## src/rtl/gearbox_stim_if.sv

```systemverilog
// Beat stream between the stimulus source and the gearbox under test.
interface gearbox_stim_if #(
    parameter int unsigned DATA_W = 32
) ();
    logic              data_ready;
    logic              data_en;
    logic              data_in_last;
    logic [DATA_W-1:0] data_in_rgb;

    modport master (
        input  data_ready,
        output data_en,
        output data_in_last,
        output data_in_rgb
    );

    modport slave (
        output data_ready,
        input  data_en,
        input  data_in_last,
        input  data_in_rgb
    );
endinterface

```

## src/rtl/gearbox_stim_gen.sv

```systemverilog
// Multi-frame beat source: per-lane incrementing pattern, frame-end marker,
// selectable gap gating and ready backpressure.
module gearbox_stim_gen #(
    parameter int unsigned LANES      = 4,
    parameter int unsigned LANE_W     = 8,
    parameter int unsigned START_DLY  = 1000,
    parameter int unsigned FRAME_LEN  = 9012,
    parameter int unsigned NUM_FRAMES = 1,
    parameter int unsigned IFG        = 16,
    parameter int unsigned GAP_MODE   = 0,
    parameter int unsigned GAP_PERIOD = 4,
    parameter logic [15:0] SEED       = 16'hACE1
) (
    input  logic                  clk_200m,
    input  logic                  reset,
    gearbox_stim_if.master        bus,
    output logic [15:0]           frame_cnt,
    output logic                  busy,
    output logic                  done
);

    localparam int unsigned DataW = LANES * LANE_W;

    typedef enum logic [1:0] {StWait, StSend, StIfg, StDone} state_e;

    state_e             state_q;
    logic [31:0]        wait_cnt_q;
    logic [31:0]        beat_cnt_q;
    logic [31:0]        ifg_cnt_q;
    logic [31:0]        phase_q;
    logic [15:0]        lfsr_q;
    logic [DataW-1:0]   data_q;
    logic               en_q;
    logic               last_q;
    logic [15:0]        frame_cnt_q;
    logic               busy_q;
    logic               done_q;

    logic               xfer;
    logic               frame_end;
    logic               final_frame;
    logic               gate_open;
    logic [31:0]        beat_nxt;
    logic               last_nxt;
    logic [31:0]        phase_nxt;
    logic [15:0]        lfsr_nxt;

    function automatic logic [DataW-1:0] init_pattern();
        logic [DataW-1:0] p;
        p = '0;
        for (int i = 0; i < int'(LANES); i++) begin
            p[i*LANE_W +: LANE_W] = LANE_W'(16 * (i + 1));
        end
        return p;
    endfunction

    // Each lane wraps on its own, so increment lane by lane rather than the whole word.
    function automatic logic [DataW-1:0] next_pattern(input logic [DataW-1:0] d);
        logic [DataW-1:0] p;
        p = d;
        for (int i = 0; i < int'(LANES); i++) begin
            p[i*LANE_W +: LANE_W] = d[i*LANE_W +: LANE_W] + LANE_W'(1);
        end
        return p;
    endfunction

    always_comb begin
        xfer        = en_q & bus.data_ready;
        frame_end   = xfer && (beat_cnt_q == FRAME_LEN - 1);
        final_frame = (NUM_FRAMES != 0) && (({16'd0, frame_cnt_q} + 32'd1) == NUM_FRAMES);
        beat_nxt    = beat_cnt_q;
        if (xfer) begin
            beat_nxt = frame_end ? 32'd0 : beat_cnt_q + 32'd1;
        end
        last_nxt  = (beat_nxt == FRAME_LEN - 1);
        phase_nxt = (phase_q == GAP_PERIOD - 1) ? 32'd0 : phase_q + 32'd1;
        // Galois form of x^16+x^14+x^13+x^11+1, shifting right.
        lfsr_nxt  = {1'b0, lfsr_q[15:1]} ^ (lfsr_q[0] ? 16'hB400 : 16'h0000);
        if (GAP_MODE == 1) begin
            gate_open = (phase_q < GAP_PERIOD / 2);
        end else if (GAP_MODE == 2) begin
            gate_open = lfsr_q[0];
        end else begin
            gate_open = 1'b1;
        end
    end

    always_ff @(posedge clk_200m) begin
        if (reset) begin
            state_q     <= StWait;
            wait_cnt_q  <= '0;
            beat_cnt_q  <= '0;
            ifg_cnt_q   <= '0;
            phase_q     <= '0;
            lfsr_q      <= SEED;
            data_q      <= init_pattern();
            en_q        <= 1'b0;
            last_q      <= 1'b0;
            frame_cnt_q <= '0;
            busy_q      <= 1'b0;
            done_q      <= 1'b0;
        end else begin
            phase_q <= phase_nxt;
            lfsr_q  <= lfsr_nxt;
            unique case (state_q)
                StWait: begin
                    if (wait_cnt_q == START_DLY - 1) begin
                        state_q <= StSend;
                        busy_q  <= 1'b1;
                        en_q    <= gate_open;
                        last_q  <= last_nxt;
                    end else begin
                        wait_cnt_q <= wait_cnt_q + 32'd1;
                    end
                end
                StSend: begin
                    if (xfer) begin
                        data_q     <= next_pattern(data_q);
                        beat_cnt_q <= beat_nxt;
                        if (frame_end && frame_cnt_q != 16'hFFFF) begin
                            frame_cnt_q <= frame_cnt_q + 16'd1;
                        end
                        if (frame_end && final_frame) begin
                            state_q <= StDone;
                            en_q    <= 1'b0;
                            last_q  <= 1'b0;
                            busy_q  <= 1'b0;
                            done_q  <= 1'b1;
                        end else if (frame_end && IFG != 0) begin
                            state_q   <= StIfg;
                            ifg_cnt_q <= '0;
                            en_q      <= 1'b0;
                            last_q    <= 1'b0;
                        end else begin
                            en_q   <= gate_open;
                            last_q <= last_nxt;
                        end
                    end else if (!en_q) begin
                        // A pending beat is never withdrawn; gating only applies when idle.
                        en_q   <= gate_open;
                        last_q <= last_nxt;
                    end
                end
                StIfg: begin
                    if (ifg_cnt_q == IFG - 1) begin
                        state_q <= StSend;
                        en_q    <= gate_open;
                        last_q  <= last_nxt;
                    end else begin
                        ifg_cnt_q <= ifg_cnt_q + 32'd1;
                    end
                end
                StDone: begin
                    en_q   <= 1'b0;
                    last_q <= 1'b0;
                    busy_q <= 1'b0;
                    done_q <= 1'b1;
                end
                default: state_q <= StDone;
            endcase
        end
    end

    assign bus.data_en      = en_q;
    assign bus.data_in_last = last_q;
    assign bus.data_in_rgb  = data_q;
    assign frame_cnt        = frame_cnt_q;
    assign busy             = busy_q;
    assign done             = done_q;

endmodule

```

## src/flat_wrapper.sv

```systemverilog
// flat-port wrapper written by rule: the top's interface ports become plain ports
module gearbox_stim_gen_flat 
#(
    parameter int unsigned LANES      = 4,
    parameter int unsigned LANE_W     = 8,
    parameter int unsigned START_DLY  = 1000,
    parameter int unsigned FRAME_LEN  = 9012,
    parameter int unsigned NUM_FRAMES = 1,
    parameter int unsigned IFG        = 16,
    parameter int unsigned GAP_MODE   = 0,
    parameter int unsigned GAP_PERIOD = 4,
    parameter logic [15:0] SEED       = 16'hACE1
)
  (clk_200m, reset, frame_cnt, busy, done, bus_data_ready, bus_data_en, bus_data_in_last, bus_data_in_rgb);
  gearbox_stim_if #(.DATA_W(32)) bus_i ();
  input  logic clk_200m;
  input  logic reset;
  output logic [15:0] frame_cnt;
  output logic busy;
  output logic done;
  input wire logic [$bits(bus_i.data_ready)-1:0] bus_data_ready;
  output wire logic [$bits(bus_i.data_en)-1:0] bus_data_en;
  output wire logic [$bits(bus_i.data_in_last)-1:0] bus_data_in_last;
  output wire logic [$bits(bus_i.data_in_rgb)-1:0] bus_data_in_rgb;
  assign bus_i.data_ready = bus_data_ready;
  assign bus_data_en = bus_i.data_en;
  assign bus_data_in_last = bus_i.data_in_last;
  assign bus_data_in_rgb = bus_i.data_in_rgb;
  gearbox_stim_gen #(.LANES(LANES), .LANE_W(LANE_W), .START_DLY(START_DLY), .FRAME_LEN(FRAME_LEN), .NUM_FRAMES(NUM_FRAMES), .IFG(IFG), .GAP_MODE(GAP_MODE), .GAP_PERIOD(GAP_PERIOD), .SEED(SEED)) u_core (.clk_200m(clk_200m), .reset(reset), .bus(bus_i), .frame_cnt(frame_cnt), .busy(busy), .done(done));
endmodule
```

## config.mk

```make
export PLATFORM = sky130hd
export DESIGN_NAME = gearbox_stim_gen_flat
export DESIGN_NICKNAME = d
export VERILOG_FILES = /design/src/rtl/gearbox_stim_if.sv /design/src/rtl/gearbox_stim_gen.sv /design/src/flat_wrapper.sv
export SDC_FILE = /design/constraint.sdc
export NUM_CORES = 1
export LEC_CHECK = 0
export ABC_AREA = 1
export BUFFER_PORTS_ARGS = -buffer_cell sky130_fd_sc_hd__buf_2
export CORE_ASPECT_RATIO = 1.5
export CORE_MARGIN = 2
export CORE_UTILIZATION = 40
export CTS_BUF_LIST = sky130_fd_sc_hd__clkbuf_4 sky130_fd_sc_hd__clkbuf_8
export DETAILED_ROUTE_END_ITERATION = 8
export PLACE_DENSITY = 0.57
export SLEW_MARGIN = 20
export SYNTH_ARGS = -nofsm -noshare
export SYNTH_HDL_FRONTEND = slang
export SYNTH_SLANG_ARGS = --single-unit
export TNS_END_PERCENT = 5
```

## constraint.sdc

```tcl
create_clock -name clk_200m -period 3.35 [get_ports clk_200m]
set_input_delay 0.1675 -clock clk_200m [delete_from_list [all_inputs] [get_ports clk_200m]]
set_output_delay 0.1675 -clock clk_200m [all_outputs]
set_load 0.01 [all_outputs]
```

# [Yosys cells after proc, flatten, opt, wreduce, memory -nomap -nowiden]
# Index checks and enable logic that the tools add are counted.
[op_classes] add_sub_neg=9 mul=0 n_div=0 magnitude_cmp=0 eq_ne=18 shifts=0 n_mux=32 n_bitwise=2 reduce_logical=17
[op_table] op="two-way mux 32 bit" count=6
[op_table] op="adder 32 x 1 -> 32 bit (second input constant)" count=3
[op_table] op="== test 32 x 14 -> 1 bit (second input constant)" count=2
[op_table] op="one-hot mux 32 bit (2 select lines)" count=1
[op_table] op="adder 8 x 1 -> 8 bit (second input constant)" count=4
[op_table] op="== test 32 x 1 -> 1 bit (second input constant)" count=1
[op_table] op="== test 32 x 10 -> 1 bit (second input constant)" count=1
[op_table] op="== test 32 x 4 -> 1 bit (second input constant)" count=1
[op_table] op="adder 16 x 1 -> 17 bit (second input constant)" count=1
[op_table] op="adder 16 x 1 -> 16 bit (second input constant)" count=1
[op_table] op="!= test 16 bit (second input constant)" count=1
[op_table] op="two-way mux 1 bit" count=15
[op_table] op="two-way mux 2 bit" count=5
[op_table] op="!= test 2 x 1 -> 1 bit (second input constant)" count=5
[op_table] op="AND reduction 5 bit" count=2
[op_table] op="AND reduction 3 bit" count=3
[op_table] op="one-hot mux 1 bit (4 select lines)" count=2
[op_table] op="one-hot mux 2 bit (3 select lines)" count=1
[op_table] op="AND reduction 2 bit" count=3
[op_table] op="nonzero test 3 bit" count=2
[op_table] op="== test 2 bit (second input constant)" count=2
[op_table] op="!= test 2 bit (second input constant)" count=2
[op_table] op="AND reduction 4 bit" count=1
[op_table] op="nonzero test 2 bit" count=2
[op_table] op="other kinds (9)" count=11
[word_totals] reg_bits=150 latchBits=0 ram_bits=0 mem_bits_ro=0 wordCells=88 mem_count=0

# [Logic depth before layout (Yosys ltp)]
# Gate-level depths: netlist of the first run.
[logic_depth] depth_word=9 ltp_mapped=15 ltp_nobuf=15

# [Worst setup path after synthesis of the first run]
# No wires, ideal clock.
[synth_path] path_kind="flip-flop to flip-flop" startpoint="reg u_core.frame_cnt_q[0], in the netlist u_core.frame_cnt[0]" endpoint="reg u_core.ifg_cnt_q[10]" setup_time_ns=0.131 t_arrival_ns=1.874 path_slack_ns=1.345 path_stages_with_launch=14 path_buffers=1 period_less_slack_ns=2.005 cell_sequence="dfxtp_1 -> ha_1 -> nand2_2 -> nor3_2 -> nand2_1 -> nor2_1 -> nand3_1 -> nand3_1 -> nor2_1 -> nand2_2 -> nand3_4 -> buf_8 -> nand3_1 -> a21oi_2"
[synth_via] elab_chain_cells=5
[synth_lines] element="start: declaration" line="gearbox_stim_gen.sv:35" text="logic [15:0] frame_cnt_q;"
[synth_lines] element="start signal: assignment" line="gearbox_stim_gen.sv:121" text="frame_cnt_q <= frame_cnt_q + 16'd1;"
[synth_lines] element="adder 16 x 1 -> 17 bit" line="gearbox_stim_gen.sv:70" text="final_frame = (NUM_FRAMES != 0) && (({16'd0, frame_cnt_q} + 32'd1) == NUM_FRAMES);"
[synth_lines] element="== test 32 x 1 -> 1 bit" line="gearbox_stim_gen.sv:70"
[synth_lines] element="logical AND 1 bit" line="gearbox_stim_gen.sv:123" text="if (frame_end && final_frame) begin"
[synth_lines] element="!= test 2 bit (no source line)"
[synth_lines] element="AND reduction 5 bit (no source line)"
[synth_lines] element="end signal: assignment" line="gearbox_stim_gen.sv:150" text="ifg_cnt_q <= ifg_cnt_q + 32'd1;"
[synth_lines] element="end: declaration" line="gearbox_stim_gen.sv:29" text="logic [31:0] ifg_cnt_q;"
# Every way passes these cells.
# A chain may end at the register's enable or synchronous reset.

# [Worst setup path in the final report of the first run]
[layout_path] startpoint="reg u_core.frame_cnt_q[0], in the netlist u_core.frame_cnt[0]" endpoint="reg u_core.ifg_cnt_q[22]"
# Same word-level chain as after synthesis.

==> metrics.cfg, run 1 <==
[power_and_ir_drop]
cellPowerDensity_mw_per_mm2=397
p_leak_nw=3.79
peakVddDrop_mv=0.327
finalPower_w=0.00395

[placed_design]
place_congestion=0.909
hpwl_microns=18200
dpl_cell_area_sq_mm=0.00956
io_buffers=54

[timing]
setup_viol=0
slew_headroom_pct=41.2
worstMarginPinSlew_ns=0.882
finClkSkew_ns=0.0118
tns_ns=0
grt_setup_unrepaired=false
fin_crit_sh_pct=76.5
max_freq_mhz=390
slew_violations=0
fin_crit_ns=2.56
hold_viol_final=0

[critical_path]
start_kind=register
rrSetupSlack_ns=0.79
worstPathArrival_ns=2.88
max_stage_delay_ns=0.43
worstSetupPathType=register to register
crit_buf_inv=1
worstReg2RegEnd=u_core.ifg_cnt_q[22]
crit_fanout=18
r2r_cells=13
crit_family=simple AND/OR/NAND/NOR gates
crit_path_end_kind=register
crit_required_ns=3.67
cp_slowest_cell=dfxtp_1
r2r_start=u_core.frame_cnt[0]
cp_cell_sequence=ha_1 > nand2_2 > nor3_2 > nand2_1 > nor2_1 > nand3_1 > nand3_1 > nor2_1 > nand2_2 > nand3_4 > buf_4 > nand3_2 > a21oi_1

[synthesis]
ys_warn_count=0
synth.distinct_cells=41
ys_ff_latch=150
syn_area_sq_mm=0.00908
syn_inst=1432
postSynthNetCount=1444
ys_seq_area_share_pct=33.1
syn_avg_cell_area_sq_um=6.34

[outcome]
outcome=finished clean

[clocking]
cts_setup_buffers=0
clock_latency_ns=0.47
cts.sinks=150
htree_levels=4
cts_tree=built
post_cts_resized=0
numCtsBuffers=17
clockBufferDepth=2
cts_root_buf=clkbuf_8
clkTransAtPathRegs_ns=0.09
cts_hold_buffers=0

[routing]
ant_nets=0
met3WireLength_microns=694
drt-met1-wl_microns=10400
drcViolationCount=0
drtIter0Drc=382
highest_layer=met4
vias_per_cell=5.16
dr.pass1.iters=5
wl_met2_microns=12900
wl_per_cell_microns=14.1
num_vias=9073
routed_wl_microns=24800

[global_routing]
antenna_found_initial=0
grt_pass1_vias=8739
globalRouteTotalUtil_pct=21.3
grt_max_degree=69
grt_overflow=0
grt_first_pass_wirelength_microns=41500

[layout]
fill_cells=2408
final_util_pct=44.7
synthToLayoutAreaGrowth_pct=9.61
multi_input_area_sq_mm=0.00527
fin_nets=1480
regArea_sq_mm=0.00300
drive_above_1_share_pct=11.6
n_antenna_cell=0
final_area_sq_mm=0.00996

[die]
boundaryPins=55
coreArea_sq_mm=0.0223
die_width_microns=127
num_rows=67
start_util_pct=40.7
die-area_sq_mm=0.0240
fp.dieH_microns=189

[hold_path]
hold_path.class=primary input to register
worstHoldEndpoint=u_core.bus.data_in_rgb[4]
hold_depth=3
holdCritStartpoint=reset

[flow_run]
maxCapViolCount=0

==> Yosys cell counts <==
cell	n	area share [%]
o211a_1	1	0.11
dfxtp_1	150	33
nor3_1	40	2.2
buf_4	2	0.17
nand4_1	29	2.0
or3_1	1	0.069
inv_2	3	0.12
o211ai_1	2	0.17
nor2_1	227	9.4
o21ai_1	4	0.22
xnor2_1	5	0.48
o21bai_1	3	0.25
nand3_2	30	3.3
a21oi_1	115	6.3
o21ba_2	1	0.11
nand3_4	2	0.39
nand3_1	109	6.0
xor2_1	17	1.6
buf_1	5	0.21
nor3_2	4	0.44
nor4_1	9	0.62
ha_1	9	1.2
nand2_1	324	13
a21oi_2	5	0.48
o21ai_0	85	4.7
a31oi_1	3	0.21
clkbuf_1	25	1.0
nor2_2	6	0.41
nor2_4	4	0.50
nand2_2	5	0.34
or2_2	15	1.0
nor3b_1	7	0.58
o21a_1	4	0.33
a211oi_1	3	0.25
clkbuf_2	1	0.055
buf_8	3	0.50
clkinv_1	2	0.083
buf_2	10	0.55
inv_1	152	6.3
nand3b_1	8	0.66
and3_1	2	0.14
==> layout by cell type (no fill, tap or decap), types with 3 or more instances in the layout <==
cell type   count
nor2_2          6
a21oi_1       115
nand3_1       109
nor3_2          4
nor3b_1         7
a21oi_2         5
or2_2          15
a31oi_1         3
inv_2           4
a211oi_1        3
nor2_4          5
nand4_1        29
dfxtp_1       150
o21a_1          4
o21ai_1         4
o21bai_1        3
nand2_1       324
nand3_2        30
buf_4           8
o21ai_0        85
nor3_1         40
nand2_2         5
xnor2_1         5
inv_6           4
buf_2          54
clkbuf_8       18
clkinv_2        3
nor4_1          9
ha_1            9
nor2_1        226
nand3b_1        8
clkinvlp_4      3
xor2_1         17
inv_1         152
==> per-stage QoR <==
step | std cells | setup WS, ns | hold slack, ns
after global routing | 1757 | 0.493 | 0.254
after global placement | 1725 | 0.863 | 0.438
after detailed placement | 1725 | 0.806 | 0.445
after CTS | 1757 | 0.804 | 0.211
after floorplan | 1432 | 1.35 | 0.437
final | 1757 | 0.787 | 0.244
==> flip-flops by register name, indices dropped and copies added (netlist names) <==
| register | count |
|---|---|
| u_core.beat_cnt_q | 32 |
| u_core.bus.data_in_rgb | 32 |
| u_core.ifg_cnt_q | 32 |
| u_core.wait_cnt_q | 32 |
| u_core.frame_cnt | 16 |
| u_core.state_q | 2 |
| u_core.bus.data_en | 1 |
| u_core.bus.data_in_last | 1 |
| u_core.busy | 1 |
| u_core.done | 1 |
==> how the worst max path moves through the flow <==
stage | from | to | slack, ns | cells after the start
2_1_floorplan | u_core.frame_cnt[0] | u_core.ifg_cnt_q[10] | 1.35 | 13
3_3_place_gp | u_core.frame_cnt[0] | u_core.ifg_cnt_q[30] | 0.86 | 13
3_5_place_dp | u_core.frame_cnt[0] | u_core.ifg_cnt_q[25] | 0.81 | 13
4_1_cts | u_core.frame_cnt[0] | u_core.ifg_cnt_q[11] | 0.80 | 13
5_1_grt | u_core.frame_cnt[0] | u_core.ifg_cnt_q[22] | 0.49 | 14
6_report | u_core.frame_cnt[0] | u_core.ifg_cnt_q[22] | 0.79 | 13
==> area by class of cell <==
type / count / area share (%)
clock buffers: 18 / 2.49
clock inverters: 14 / 1.51
inverters: 157 / 5.92
multi-input cells: 1079 / 52.9
flip-flops and latches: 150 / 30.2
well taps: 276 / 3.47
repair buffers: 63 / 3.52
==> power by group <==
group          internal, W  switching (W)  total (W)  leakage (nW)
Combinational     0.000159       0.000424   0.000583          2.38
Clock             0.000688       0.000754    0.00144         0.196
Sequential         0.00185      0.0000818    0.00193          1.21
==> cells by family (layout without fill, tap and decap cells) <==
family                   Yosys count  after routing  synth area share [%]
AO/OA/AOI/OAI                    226            226                  13.1
AND/OR/NAND/NOR                  822            822                  41.5
buffers and inverters            203            252                  8.99
XOR/XNOR                          22             22                  2.12
adder cells (fa/ha/maj)            9              9                  1.24
flip-flops                       150            150                  33.1
==> layer usage <==
metal | global-route usage [%] | vias up
met4 | 9.76 | 0
met5 | 0 | -
li1 | - | 4745
met2 | 39.5 | 164
met3 | 3.69 | 50
met1 | 23.3 | 4114
==> worst register-to-register path, cell delays in order, from the launching register on <==
cell and delay [ns]:
dfxtp_1 0.43, ha_1 0.26, nand2_2 0.09, nor3_2 0.26, nand2_1 0.11, nor2_1 0.18, nand3_1 0.11, nand3_1 0.09
nor2_1 0.06, nand2_2 0.09, nand3_4 0.26, buf_4 0.34, nand3_2 0.09, a21oi_1 0.06
No activity file was read; power rests on OpenSTA's default activity.
==> run 2: changes to the inputs <==
--- a/config.mk
+++ b/config.mk
@@ -5,14 +5,14 @@
 export SDC_FILE = /design/constraint.sdc
 export NUM_CORES = 1
 export LEC_CHECK = 0
-export ABC_AREA = 1
+export ABC_AREA = 0
 export BUFFER_PORTS_ARGS = -buffer_cell sky130_fd_sc_hd__buf_2
 export CORE_ASPECT_RATIO = 1.5
 export CORE_MARGIN = 2
 export CORE_UTILIZATION = 40
 export CTS_BUF_LIST = sky130_fd_sc_hd__clkbuf_4 sky130_fd_sc_hd__clkbuf_8
 export DETAILED_ROUTE_END_ITERATION = 8
-export PLACE_DENSITY = 0.57
+export PLACE_DENSITY = 0.58
 export SLEW_MARGIN = 20
 export SYNTH_ARGS = -nofsm -noshare
 export SYNTH_HDL_FRONTEND = slang
==> constraint.sdc (replaced) <==
create_clock -name clk_200m -period 2.4 [get_ports clk_200m]
set_input_delay 0.12 -clock clk_200m [delete_from_list [all_inputs] [get_ports clk_200m]]
set_output_delay 0.12 -clock clk_200m [all_outputs]
set_load 0.01 [all_outputs]
==> run 2 against run 1 <==
Final cell count shrank 21%. Maximum frequency up 9.1%. Count of clock-buffer cells in the layout increased by 1. Sequential power increased by 30%. Highest routed layer unchanged. Register-to-register slack worse by 0.74 ns. Clock power up 40%. Routed wire length shrank 14%. Die area shrank 11%. Non-clock buffer count rose by 104. Synthesized cell count is 32% lower. Worst hold slack worse by 0.032 ns.
==> metrics.cfg, run 2 <==
[die]
die-area_sq_mm=0.0213
coreArea_sq_mm=0.0198
num_rows=63
start_util_pct=40.7
fp.dieH_microns=178
boundaryPins=55
die_width_microns=120

[critical_path]
cp_cell_sequence=buf_4 > nor3b_4 > nand4_1 > nor3_4 > buf_4 > nand2_1 > o21ai_4 > clkbuf_16 > nor2_2
worstPathArrival_ns=2.70
crit_required_ns=2.75
start_kind=register
cp_slowest_cell=dfxtp_2
crit_buf_inv=3
crit_family=simple AND/OR/NAND/NOR gates
cp_common_cell=buf_4
worstSetupPathType=register to register
crit_fanout=10
max_stage_delay_ns=0.36
crit_path_end_kind=register

[layout]
fin_nets=1120
fin_cells=1381
fill_cells=1984
layout_common_cells=dfxtp_1 (136), nor2_1 (119), buf_4 (105)
final_common_cell=dfxtp_1
synthToLayoutAreaGrowth_pct=22.3
n_antenna_cell=0
final_area_sq_mm=0.00985
drive_above_1_share_pct=26.0

[clocking]
cts_root_buf=clkbuf_8
numCtsBuffers=17
cts.sinks=150
clockBufferDepth=2
clkTransAtPathRegs_ns=0.09
htree_levels=4
cts_tree=built
clock_latency_ns=0.46

[timing]
finClkSkew_ns=0.0179
fin_crit_sh_pct=97.9
hold_viol_final=0
slew_headroom_pct=60.7
tns_ns=0
worstMarginPinSlew_ns=0.587
grt_setup_unrepaired=true
max_freq_mhz=426
fin_crit_ns=2.35
slew_violations=0
setup_viol=0

[synthesis]
synthTopCellsByArea=dfxtp_1 (37%), xor2_1 (9.2%), nor2_1 (5.6%), nand2_1 (4.0%), nand3_1 (3.9%)
syn_avg_cell_area_sq_um=8.22
synth_edf_count=0
syn_inst=980
synthMuxAreaShare_pct=0.373
synth-xor-area-share_pct=13.2
syn_area_sq_mm=0.00805
postSynthNetCount=992
synth_top_family_by_area=simple AND/OR/NAND/NOR gates
synth_compound_area_share_pct=9.07
ys.flop_type=dfxtp_1
synthAdderAreaFrac_pct=1.40
ys_seq_area_share_pct=37.3
yosys-top-cells-count=dfxtp_1 (150), nor2_1 (121), nand2_1 (86), xor2_1 (85), nand3_1 (63)
synth_most_common_cell=dfxtp_1
synth.distinct_cells=72
synth_top_cell_area_share_pct=37.3
ys_ff_latch=150
ys_warn_count=0
yosysTopAreaCell=dfxtp_1
yosys.area_share.simple_pct=33.6
async_flop_share_pct=0

[routing]
vias_per_cell=5.34
num_vias=7372
drtIter0Drc=393
ant_nets=0
dr.pass1.iters=6
drcViolationCount=0
routed_wl_microns=21400
wl_per_cell_microns=15.5

[placed_design]
dp_cells=1338
io_buffers=54
place_congestion=0.943
dpl_cell_area_sq_mm=0.00913
hpwl_microns=15400

[global_routing]
grt_first_pass_wirelength_microns=34800
grt_overflow=0
antenna_found_initial=0
globalRouteTotalUtil_pct=20.2
grt_max_degree=116
grt_pass1_vias=7205

[power_and_ir_drop]
finalPower_w=0.00461
p_seq_share_pct=54.2
combPwrFrac_pct=2.2
p_leak_nw=3.79
cellPowerDensity_mw_per_mm2=468
peakVddDrop_mv=0.333
p_int_w=0.00350
netSwitchingFraction_pct=24.1
clockPowerShare_pct=43.6
p_switching_w=0.00111

[hold_path]
hold_path.class=primary input to register

[outcome]
outcome=finished clean

[flow_run]
maxCapViolCount=0

[run 2: worst paths after layout]
| path | cells after the start | startpoint | slack (ns) | endpoint |
|---|---|---|---|---|
| setup reg to reg | 9 | u_core.beat_cnt_q[7] | 0.05 | u_core.ifg_cnt_q[3] |
| hold / removal | 3 | reset | 0.21 | u_core.wait_cnt_q[7] |
| setup / recovery | 9 | u_core.beat_cnt_q[7] | 0.05 | u_core.ifg_cnt_q[3] |
| hold reg to reg | 2 | u_core.done | 0.45 | u_core.done |
[run 2: routing by layer]
metal | up-vias | wire length, microns | global-route usage [%]
li1 | 3705 | - | -
met1 | 3511 | 9010 | 22.7
met2 | 116 | 11300 | 36.9
met3 | 40 | 515 | 3.31
met4 | 0 | 570 | 9.41
met5 | - | 0 | 0
[run 2: layout make-up]
| cell class | instances | area (sq um) | share of cell area (%) |
|---|---|---|---|
| Timing Repair Buffer | 167 | 1220 | 12.4 |
| Clock buffer | 19 | 255 | 2.59 |
| Sequential cell | 150 | 3030 | 30.7 |
| Tap cell | 260 | 325 | 3.30 |
| Multi-Input combinational cell | 755 | 4810 | 48.9 |
| Clock inverter | 13 | 146 | 1.49 |
| Inverter | 17 | 63.8 | 0.648 |
[run 2: kinds of logic after synthesis]
| logic type | Yosys count |
|---|---|
| and+or+nand+nor | 501 |
| AOI/OAI and AO/OA | 121 |
| adders and majority gates | 9 |
| xor gates and xnor gates | 121 |
| DFF | 150 |
| muxes | 3 |
| buffers and inverters | 75 |
[run 2: power by group through the flow]
stage / logic (W) / registers [W] / clock network (W)
after global placement: 0.0000932 / 0.00256 / 0
final: 0.000103 / 0.00250 / 0.00201
after CTS: 0.0000934 / 0.00250 / 0.00208
after detailed placement: 0.0000933 / 0.00256 / 0
after floorplan: 0.0000650 / 0.00256 / 0
after global routing: 0.000112 / 0.00250 / 0.00217
[run 2: repair_timing]
action | 4_1_cts | 5_1_grt
endpoints found under the setup margin | 2 | 47
hold buffers | 0 | 0
gates resized for setup | 2 | 50
gates cloned | 0 | 2
setup buffers | 0 | 9
pin swaps | 0 | 11
[run 2: worst reg2reg max path, delay by kind of cell (launching register included)]
family | cells | cell delay [ns]
flops | 1 | 0.36
buf+inv | 3 | 0.65
simple gates | 5 | 0.87
compound gates | 1 | 0.36
[run 2: stage by stage]
| stage | util (%) | worst slack [ns] | hold WS (ns) |
|---|---|---|---|
| after floorplan | - | 0.0144 | 0.426 |
| after global placement | 46.2 | 0.0156 | 0.432 |
| after detailed placement | 46.2 | -0.0208 | 0.441 |
| after CTS | 48.2 | 0.00551 | 0.210 |
| after global routing | 49.8 | -0.0880 | 0.237 |
| final | 49.8 | 0.0511 | 0.213 |
